===== config.mk =====
export PLATFORM = sky130hd
export DESIGN_NAME = asmd_mult_sequencer
export DESIGN_NICKNAME = d
export VERILOG_FILES = /design/src/rtl/asmd_mult_sequencer.sv
export SDC_FILE = /design/constraint.sdc
export NUM_CORES = 1
export LEC_CHECK = 0
export CAP_MARGIN = 15
export CORE_UTILIZATION = 52
export DETAILED_ROUTE_END_ITERATION = 10
export GPL_ROUTABILITY_DRIVEN = 0
export PLACE_DENSITY_LB_ADDON = 0.25
export SKIP_CTS_REPAIR_TIMING = 1
export SYNTH_ARGS = -nofsm -noshare
export SYNTH_HDL_FRONTEND = slang
export SYNTH_SLANG_ARGS = --single-unit

===== constraint.sdc =====
create_clock -name clk -period 1.96 [get_ports clk]
set_input_delay 0.588 -clock clk [delete_from_list [all_inputs] [get_ports clk]]
set_output_delay 0.588 -clock clk [all_outputs]
set_load 0.02 [all_outputs]

===== src/rtl/asmd_mult_sequencer.sv =====
// asmd_mult_sequencer
// Buffers operand pairs from an upstream producer in a small circular queue and
// hands them one at a time to an external ASMD multiplier using a start/ready
// handshake. Products come back through a single result register with a
// valid/ready interface, so results leave in the same order the pairs arrived.

module asmd_mult_sequencer #(
   parameter int word_length = 4,
   parameter int fifo_depth  = 4
) (
   input  logic                             clk,
   input  logic                             reset,
   input  logic                             in_valid,
   output logic                             in_ready,
   input  logic [word_length-1:0]           in_word0,
   input  logic [word_length-1:0]           in_word1,
   output logic                             mult_start,
   output logic [word_length-1:0]           mult_word0,
   output logic [word_length-1:0]           mult_word1,
   input  logic                             mult_ready,
   input  logic [2*word_length-1:0]         mult_product,
   output logic                             out_valid,
   input  logic                             out_ready,
   output logic [2*word_length-1:0]         out_product,
   output logic [$clog2(fifo_depth+1)-1:0]  pending
);

   // The queue depth is a power of two, so the pointers wrap on their own.
   localparam int ptr_w = (fifo_depth > 1) ? $clog2(fifo_depth) : 1;
   localparam int cnt_w = $clog2(fifo_depth + 1);

   localparam logic [cnt_w-1:0] full_count = cnt_w'(fifo_depth);
   localparam logic [cnt_w-1:0] cnt_one    = cnt_w'(1);
   localparam logic [ptr_w-1:0] ptr_one    = ptr_w'(1);

   typedef enum logic [1:0] {
      IDLE      = 2'd0,
      START     = 2'd1,
      WAIT_BUSY = 2'd2,
      WAIT_DONE = 2'd3
   } state_t;

   state_t state;

   // Operand storage; contents are only meaningful between wr_ptr and rd_ptr.
   logic [word_length-1:0] store_word0 [fifo_depth];
   logic [word_length-1:0] store_word1 [fifo_depth];

   logic [ptr_w-1:0] wr_ptr;
   logic [ptr_w-1:0] rd_ptr;
   logic [cnt_w-1:0] pending_next;

   logic push;
   logic issue;
   logic out_free;

   // A pair is accepted only when the registered ready flag is already high.
   assign push = in_valid & in_ready;

   // The result register is free if it is empty or is being emptied this edge.
   assign out_free = ~out_valid | out_ready;

   // A new multiply starts only from IDLE, with work queued, the multiplier
   // idle and somewhere for the product to land.
   assign issue = (state == IDLE) & (pending != '0) & mult_ready & out_free;

   // Next queue occupancy; a push and an issue on the same edge cancel out.
   always_comb begin
      pending_next = pending;
      if (push && !issue) begin
         pending_next = pending + cnt_one;
      end else if (!push && issue) begin
         pending_next = pending - cnt_one;
      end
   end

   // Operand storage writes; storage itself needs no reset.
   always_ff @(posedge clk) begin
      if (push) begin
         store_word0[wr_ptr] <= in_word0;
         store_word1[wr_ptr] <= in_word1;
      end
   end

   // Queue pointers, occupancy and the registered ready flag.
   always_ff @(posedge clk or negedge reset) begin
      if (!reset) begin
         wr_ptr   <= '0;
         rd_ptr   <= '0;
         pending  <= '0;
         in_ready <= 1'b0;
      end else begin
         if (push) begin
            wr_ptr <= wr_ptr + ptr_one;
         end
         if (issue) begin
            rd_ptr <= rd_ptr + ptr_one;
         end
         pending  <= pending_next;
         in_ready <= (pending_next != full_count);
      end
   end

   // Control FSM with registered start pulse, operand and result outputs.
   always_ff @(posedge clk or negedge reset) begin
      if (!reset) begin
         state       <= IDLE;
         mult_start  <= 1'b0;
         mult_word0  <= '0;
         mult_word1  <= '0;
         out_valid   <= 1'b0;
         out_product <= '0;
      end else begin
         mult_start <= 1'b0;

         if (out_valid && out_ready) begin
            out_valid <= 1'b0;
         end

         case (state)
            IDLE: begin
               if (issue) begin
                  mult_word0 <= store_word0[rd_ptr];
                  mult_word1 <= store_word1[rd_ptr];
                  mult_start <= 1'b1;
                  state      <= START;
               end
            end

            START: begin
               state <= WAIT_BUSY;
            end

            WAIT_BUSY: begin
               if (!mult_ready) begin
                  state <= WAIT_DONE;
               end
            end

            WAIT_DONE: begin
               if (mult_ready) begin
                  out_product <= mult_product;
                  out_valid   <= 1'b1;
                  state       <= IDLE;
               end
            end

            default: begin
               state <= IDLE;
            end
         endcase
      end
   end

endmodule


==> impl_metrics.ini, run 1 <==
[drt]
drt_pass1_iterations = 4
dr.first_iter.drc_count = 90
drc = 0
ant_nets = 0
vias_per_cell = 5.378
wirelength_um = 4473
dr_total_vias = 1409
wl_per_cell_um = 17.07

[yosys]
synth-seq-cells = 60
ys.flop_type = edfxtp_1
ys_types = 26
syn_area_um2 = 2434
postSynthAreaPerCell_um2 = 17.76
synth_edf_count = 32
async_flop_share_pct = 46.67
synth_top_area_share_pct = 39.49
netlist_instances = 137
ys_top_cells_by_area = edfxtp_1 (39%), dfrtp_1 (29%), mux2_2 (7.9%)
yosysSeqAreaShare_pct = 68.28
synth_most_common_cell = edfxtp_1
synthesis.nets = 169
yosysWarnings = 0
synth_area_leader_cell = edfxtp_1
ys_top_cells_by_count = edfxtp_1 (32), dfrtp_1 (28), mux2_2 (17)

[sta]
setup_tns_ps = 0
skew_ps = 5.578
drv_slew = 0
fmax_ghz = 0.5192
setup_ws_ps = 33.94
hold_viol = 0
setup_viol = 0
min_period_over_period_pct = 98.27
max-slew-margin-rel_pct = 72.14
rsz0062_at_grt = yes
layout_min_cycle_time_ps = 1926
worst_pin_slew_ps = 417.9

[global_routing]
grt_overflow = 0
grt_util_all_layers_pct = 20.28
grt_max_degree = 29
antenna_found_initial = 0
grt_pass1_wl_um = 7293
grt_pass1_vias = 1564

[placement]
post-place-ws_ps = -293.1
place_hpwl_um = 3196
portBuffers = 42

[die]
core_area_um2 = 4414
die-area_um2 = 4958
die_x_um = 70.41
start_util_pct = 55.13
die_y_um = 70.41
pin_count = 43
fp-row-count = 24

[clock_tree]
clkTransAtPathRegs_ps = 60
clk_latency_ps = 330
clock_sinks = 60
h-tree-depth = 3
cts_tree = yes
ctsRootBufferMaster = clkbuf_8
clockBufferDepth = 2
cts_inserted_buffers = 9

[worst_hold_path]
worstHoldStart = out_product[0]$_DFFE_PN0P_
hold_class = register to register

[layout]
drive_above_1_share_pct = 27.14
final-seq-area_um2 = 1662
syn2layout_area_growth_pct = 33.42
multi_input_area_um2 = 726.9
antennaDiodeCount = 0
nets = 237
nFillCells = 292

[critical_path]
crit_path_start_kind = register
crit_family = buffers and inverters
path_max_fanout = 3
required_ps = 1370
path_cells = clkdlybuf4s50_1
r2r_start = pending[0]$_DFF_PN0_
critPathArrivalTime_ps = 1340
crit_buf_inv = 1
critical_path.startpoint = pending[2]$_DFF_PN0_
cp-end-kind = primary output
cp_slowest_cell = clkdlybuf4s50_1
path_class = register to primary output
cpPeakStageDelay_ps = 620

[power_and_ir_drop]
leakagePower_nw = 1.323
ir_drop_v = 0.0009241
cellPowerDensity_nw_per_um2 = 1601
finalPower_w = 0.005199

[run]
cap_violations = 0

[run_status]
status = finished, final reports clean
==> cell usage in the layout, fill, tap and decap left out, drive strengths merged, types with 2 or more instances in the layout <==
cell type and n:
dlymetal6s2s 2, clkbuf 13, xnor2 5, inv 7, clkdlybuf4s50 40, ha 11, dfrtp 28, nand2b 2
mux2 18, buf 19, clkinv 2, nand2 6, mux4 8, and3 4, edfxtp 32
==> final cells by class <==
type	count	area share, %
clock inverter	3	1.156
clock buffer	13	4.586
sequential	60	51.18
timing repair buffer	61	17.88
multi-input combinational	66	22.39
inverter	7	0.8092
tap	52	2.004
==> flip-flops by register name (all words and copies together) (netlist names) <==
| name | flops |
|---|---|
| store_word0 | 16 |
| store_word1 | 16 |
| out_product | 8 |
| mult_word0 | 4 |
| mult_word1 | 4 |
| pending | 3 |
| rd_ptr | 2 |
| state | 2 |
| wr_ptr | 2 |
| in_ready | 1 |
| mult_start | 1 |
| out_valid | 1 |
==> final timing paths <==
check	end	cells past startpoint	slack, ps
max	pending[2]	1	30
max in group asynchronous	mult_word1[0]$_DFFE_PN0P_	2	1020
min	out_product[0]$_DFFE_PN0P_	1	500
min in group asynchronous	mult_word0[2]$_DFFE_PN0P_	2	650
min reg2reg	out_product[0]$_DFFE_PN0P_	1	500
max reg2reg	state[1]$_DFFE_PN0P_	7	120
==> through the flow <==
stage | utilization (%) | area, µm² | hold slack, ps | cells
6_report | 73.55 | 3247 | 504.5 | 262
5_1_grt | 73.55 | 3247 | 524.7 | 262
4_1_cts | 73.21 | 3232 | 506.0 | 261
3_5_place_dp | 68.99 | 3045 | 492.6 | 245
3_3_place_gp | 68.99 | 3045 | 485.9 | 245
2_1_floorplan | - | 2434 | 292.4 | 137
==> where the power goes <==
| group | leakage (nW) | switching, W | internal (W) |
|---|---|---|---|
| Sequential | 0.625 | 0.000253 | 0.00176 |
| Combinational | 0.605 | 0.000950 | 0.00118 |
| Clock | 0.0927 | 0.000441 | 0.000615 |
| Total | 1.32 | 0.00164 | 0.00356 |
==> metal layers <==
| layer | vias to the layer above | global-route usage, % | share of wire [%] |
|---|---|---|---|
| li1 | 638 | - | - |
| met1 | 717 | 23.77 | 41 |
| met2 | 43 | 33.97 | 52 |
| met3 | 11 | 4.473 | 4.0 |
| met4 | 0 | 12.22 | 2.3 |
| met5 | - | 0 | 0 |
==> cells by family after synthesis <==
| logic type | Yosys count | share of synthesized area (%) |
|---|---|---|
| AOI/OAI and AO/OA | 5 | 1.954 |
| and+or+nand+nor | 17 | 3.856 |
| xor gates and xnor gates | 6 | 2.159 |
| muxes | 27 | 16.14 |
| buffers and inverters | 11 | 1.954 |
| DFF | 60 | 68.28 |
| adders and majority gates | 11 | 5.655 |
No activity file was read; power rests on OpenSTA's default activity.
==> run 2, diff against run 1 <==
--- a/config.mk
+++ b/config.mk
@@ -7,9 +7,11 @@
 export LEC_CHECK = 0
 export CAP_MARGIN = 15
 export CORE_UTILIZATION = 52
+export CTS_CLUSTER_SIZE = 24
 export DETAILED_ROUTE_END_ITERATION = 10
 export GPL_ROUTABILITY_DRIVEN = 0
 export PLACE_DENSITY_LB_ADDON = 0.25
+export RECOVER_POWER = 25
 export SKIP_CTS_REPAIR_TIMING = 1
 export SYNTH_ARGS = -nofsm -noshare
 export SYNTH_HDL_FRONTEND = slang
==> run 2 against run 1 <==
Against the previous run: clock power barely moved; worst setup slack did not move; sequential power about the same; first-iteration DRC count unchanged; flip-flop and latch count unchanged; combinational power barely moved; count of clock-buffer cells in the layout is the same.
==> impl_metrics.ini, run 2 (synthesis results as in run 1) <==
[die]
start_util_pct = 55.13
die-area_um2 = 4958
die_x_um = 70.41
fp-row-count = 24
core_area_um2 = 4414
die_y_um = 70.41
pin_count = 43

[clock_tree]
clkTransAtPathRegs_ps = 60
h-tree-depth = 3
clk_latency_ps = 330
cts_tree = yes
clockBufferDepth = 2
clock_sinks = 60
ctsRootBufferMaster = clkbuf_8
cts_inserted_buffers = 9

[critical_path]
r2r_start = pending[0]$_DFF_PN0_
critical_path.startpoint = pending[2]$_DFF_PN0_
crit_buf_inv = 1
cp-end-kind = primary output
cp_slowest_cell = clkdlybuf4s50_1
cpPeakStageDelay_ps = 620
path_cells = clkdlybuf4s50_1
critPathArrivalTime_ps = 1340
path_class = register to primary output
path_max_fanout = 3
crit_family = buffers and inverters
required_ps = 1370
crit_path_start_kind = register

[sta]
skew_ps = 5.694
setup_viol = 0
drv_slew = 0
hold_viol = 0
setup_ws_ps = 33.94
worst_pin_slew_ps = 733.9
layout_min_cycle_time_ps = 1926
rsz0062_at_grt = yes
setup_tns_ps = 0
fmax_ghz = 0.5192
min_period_over_period_pct = 98.27
max-slew-margin-rel_pct = 51.07

[layout]
final_cells = 262
final_cell_mix = clkdlybuf4s50_1 (32), edfxtp_1 (32), dfrtp_1 (28), mux2_2 (17), buf_4 (17)
syn2layout_area_growth_pct = 33.32
drive_above_1_share_pct = 27.14
reg_top3 = store_word0 (16), store_word1 (16), out_product (8)
antennaDiodeCount = 0
nets = 237

[power_and_ir_drop]
pwr-share-clk_pct = 20.3
ir_drop_v = 0.0009240
seqPwrFrac_pct = 38.8
leakagePower_nw = 1.324
sw_frac_of_total_pct = 31.64
cellPowerDensity_nw_per_um2 = 1601
power_frac_comb_pct = 40.9
p_int_w = 0.003551
power_switching_w = 0.001643
finalPower_w = 0.005195

[global_routing]
grt_max_degree = 29
grt_util_all_layers_pct = 20.28
grt_pass1_vias = 1564
antenna_found_initial = 0
grt_pass1_wl_um = 7293
grt_overflow = 0

[run]
cap_violations = 0

[drt]
wl_per_cell_um = 17.04
wirelength_um = 4465
dr.first_iter.drc_count = 90
drt_pass1_iterations = 4
dr_total_vias = 1411
vias_per_cell = 5.385
drc = 0
ant_nets = 0

[run_status]
status = finished, final reports clean

[placement]
post-place-ws_ps = -293.1
place_inst = 245
place_hpwl_um = 3196
portBuffers = 42

[worst_hold_path]
hold_class = register to register
worstHoldStart = out_product[0]$_DFFE_PN0P_
-- run 2: cell type report --
| cell class | instances | area (µm²) |
|---|---|---|
| Timing Repair Buffer | 61 | 578.1 |
| Inverter | 7 | 26.28 |
| Fill cell | 293 | 1170 |
| Tap cell | 52 | 65.06 |
| Multi-Input combinational cell | 66 | 726.9 |
| Sequential cell | 60 | 1662 |
| Clock buffer | 13 | 148.9 |
| Clock inverter | 3 | 37.54 |
-- run 2: final timing paths --
path | end | slack (ps) | cells after the start
max | pending[2] | 30 | 1
max reg2reg | state[1]$_DFFE_PN0P_ | 120 | 7
min in group asynchronous | mult_word1[3]$_DFFE_PN0P_ | 850 | 2
max in group asynchronous | mult_word1[0]$_DFFE_PN0P_ | 640 | 2
min | out_product[0]$_DFFE_PN0P_ | 500 | 1
min reg2reg | out_product[0]$_DFFE_PN0P_ | 500 | 1
-- run 2: power groups by stage --
stage	Clock (W)	Combinational (W)	Sequential, W
2_1_floorplan	0	0.000963	0.00222
4_1_cts	0.00108	0.00212	0.00202
5_1_grt	0.00113	0.00228	0.00206
3_3_place_gp	0	0.00200	0.00201
6_report	0.00106	0.00212	0.00202
3_5_place_dp	0	0.00211	0.00205
-- run 2: per-layer routing --
| layer | routed length [µm] | GRT usage (%) |
|---|---|---|
| met4 | 104 | 12.22 |
| met3 | 179 | 4.473 |
| met5 | 0 | 0 |
| met1 | 1857 | 23.77 |
| met2 | 2324 | 33.97 |
-- run 2: stage by stage --
stage | instance area, µm² | utilization [%] | hold WS [ps]
global route | 3244 | 73.50 | 524.7
CTS | 3232 | 73.21 | 506.0
floorplan | 2434 | - | 292.4
finish | 3244 | 73.50 | 504.5
detailed placement | 3045 | 68.99 | 492.6
global placement | 3045 | 68.99 | 485.9
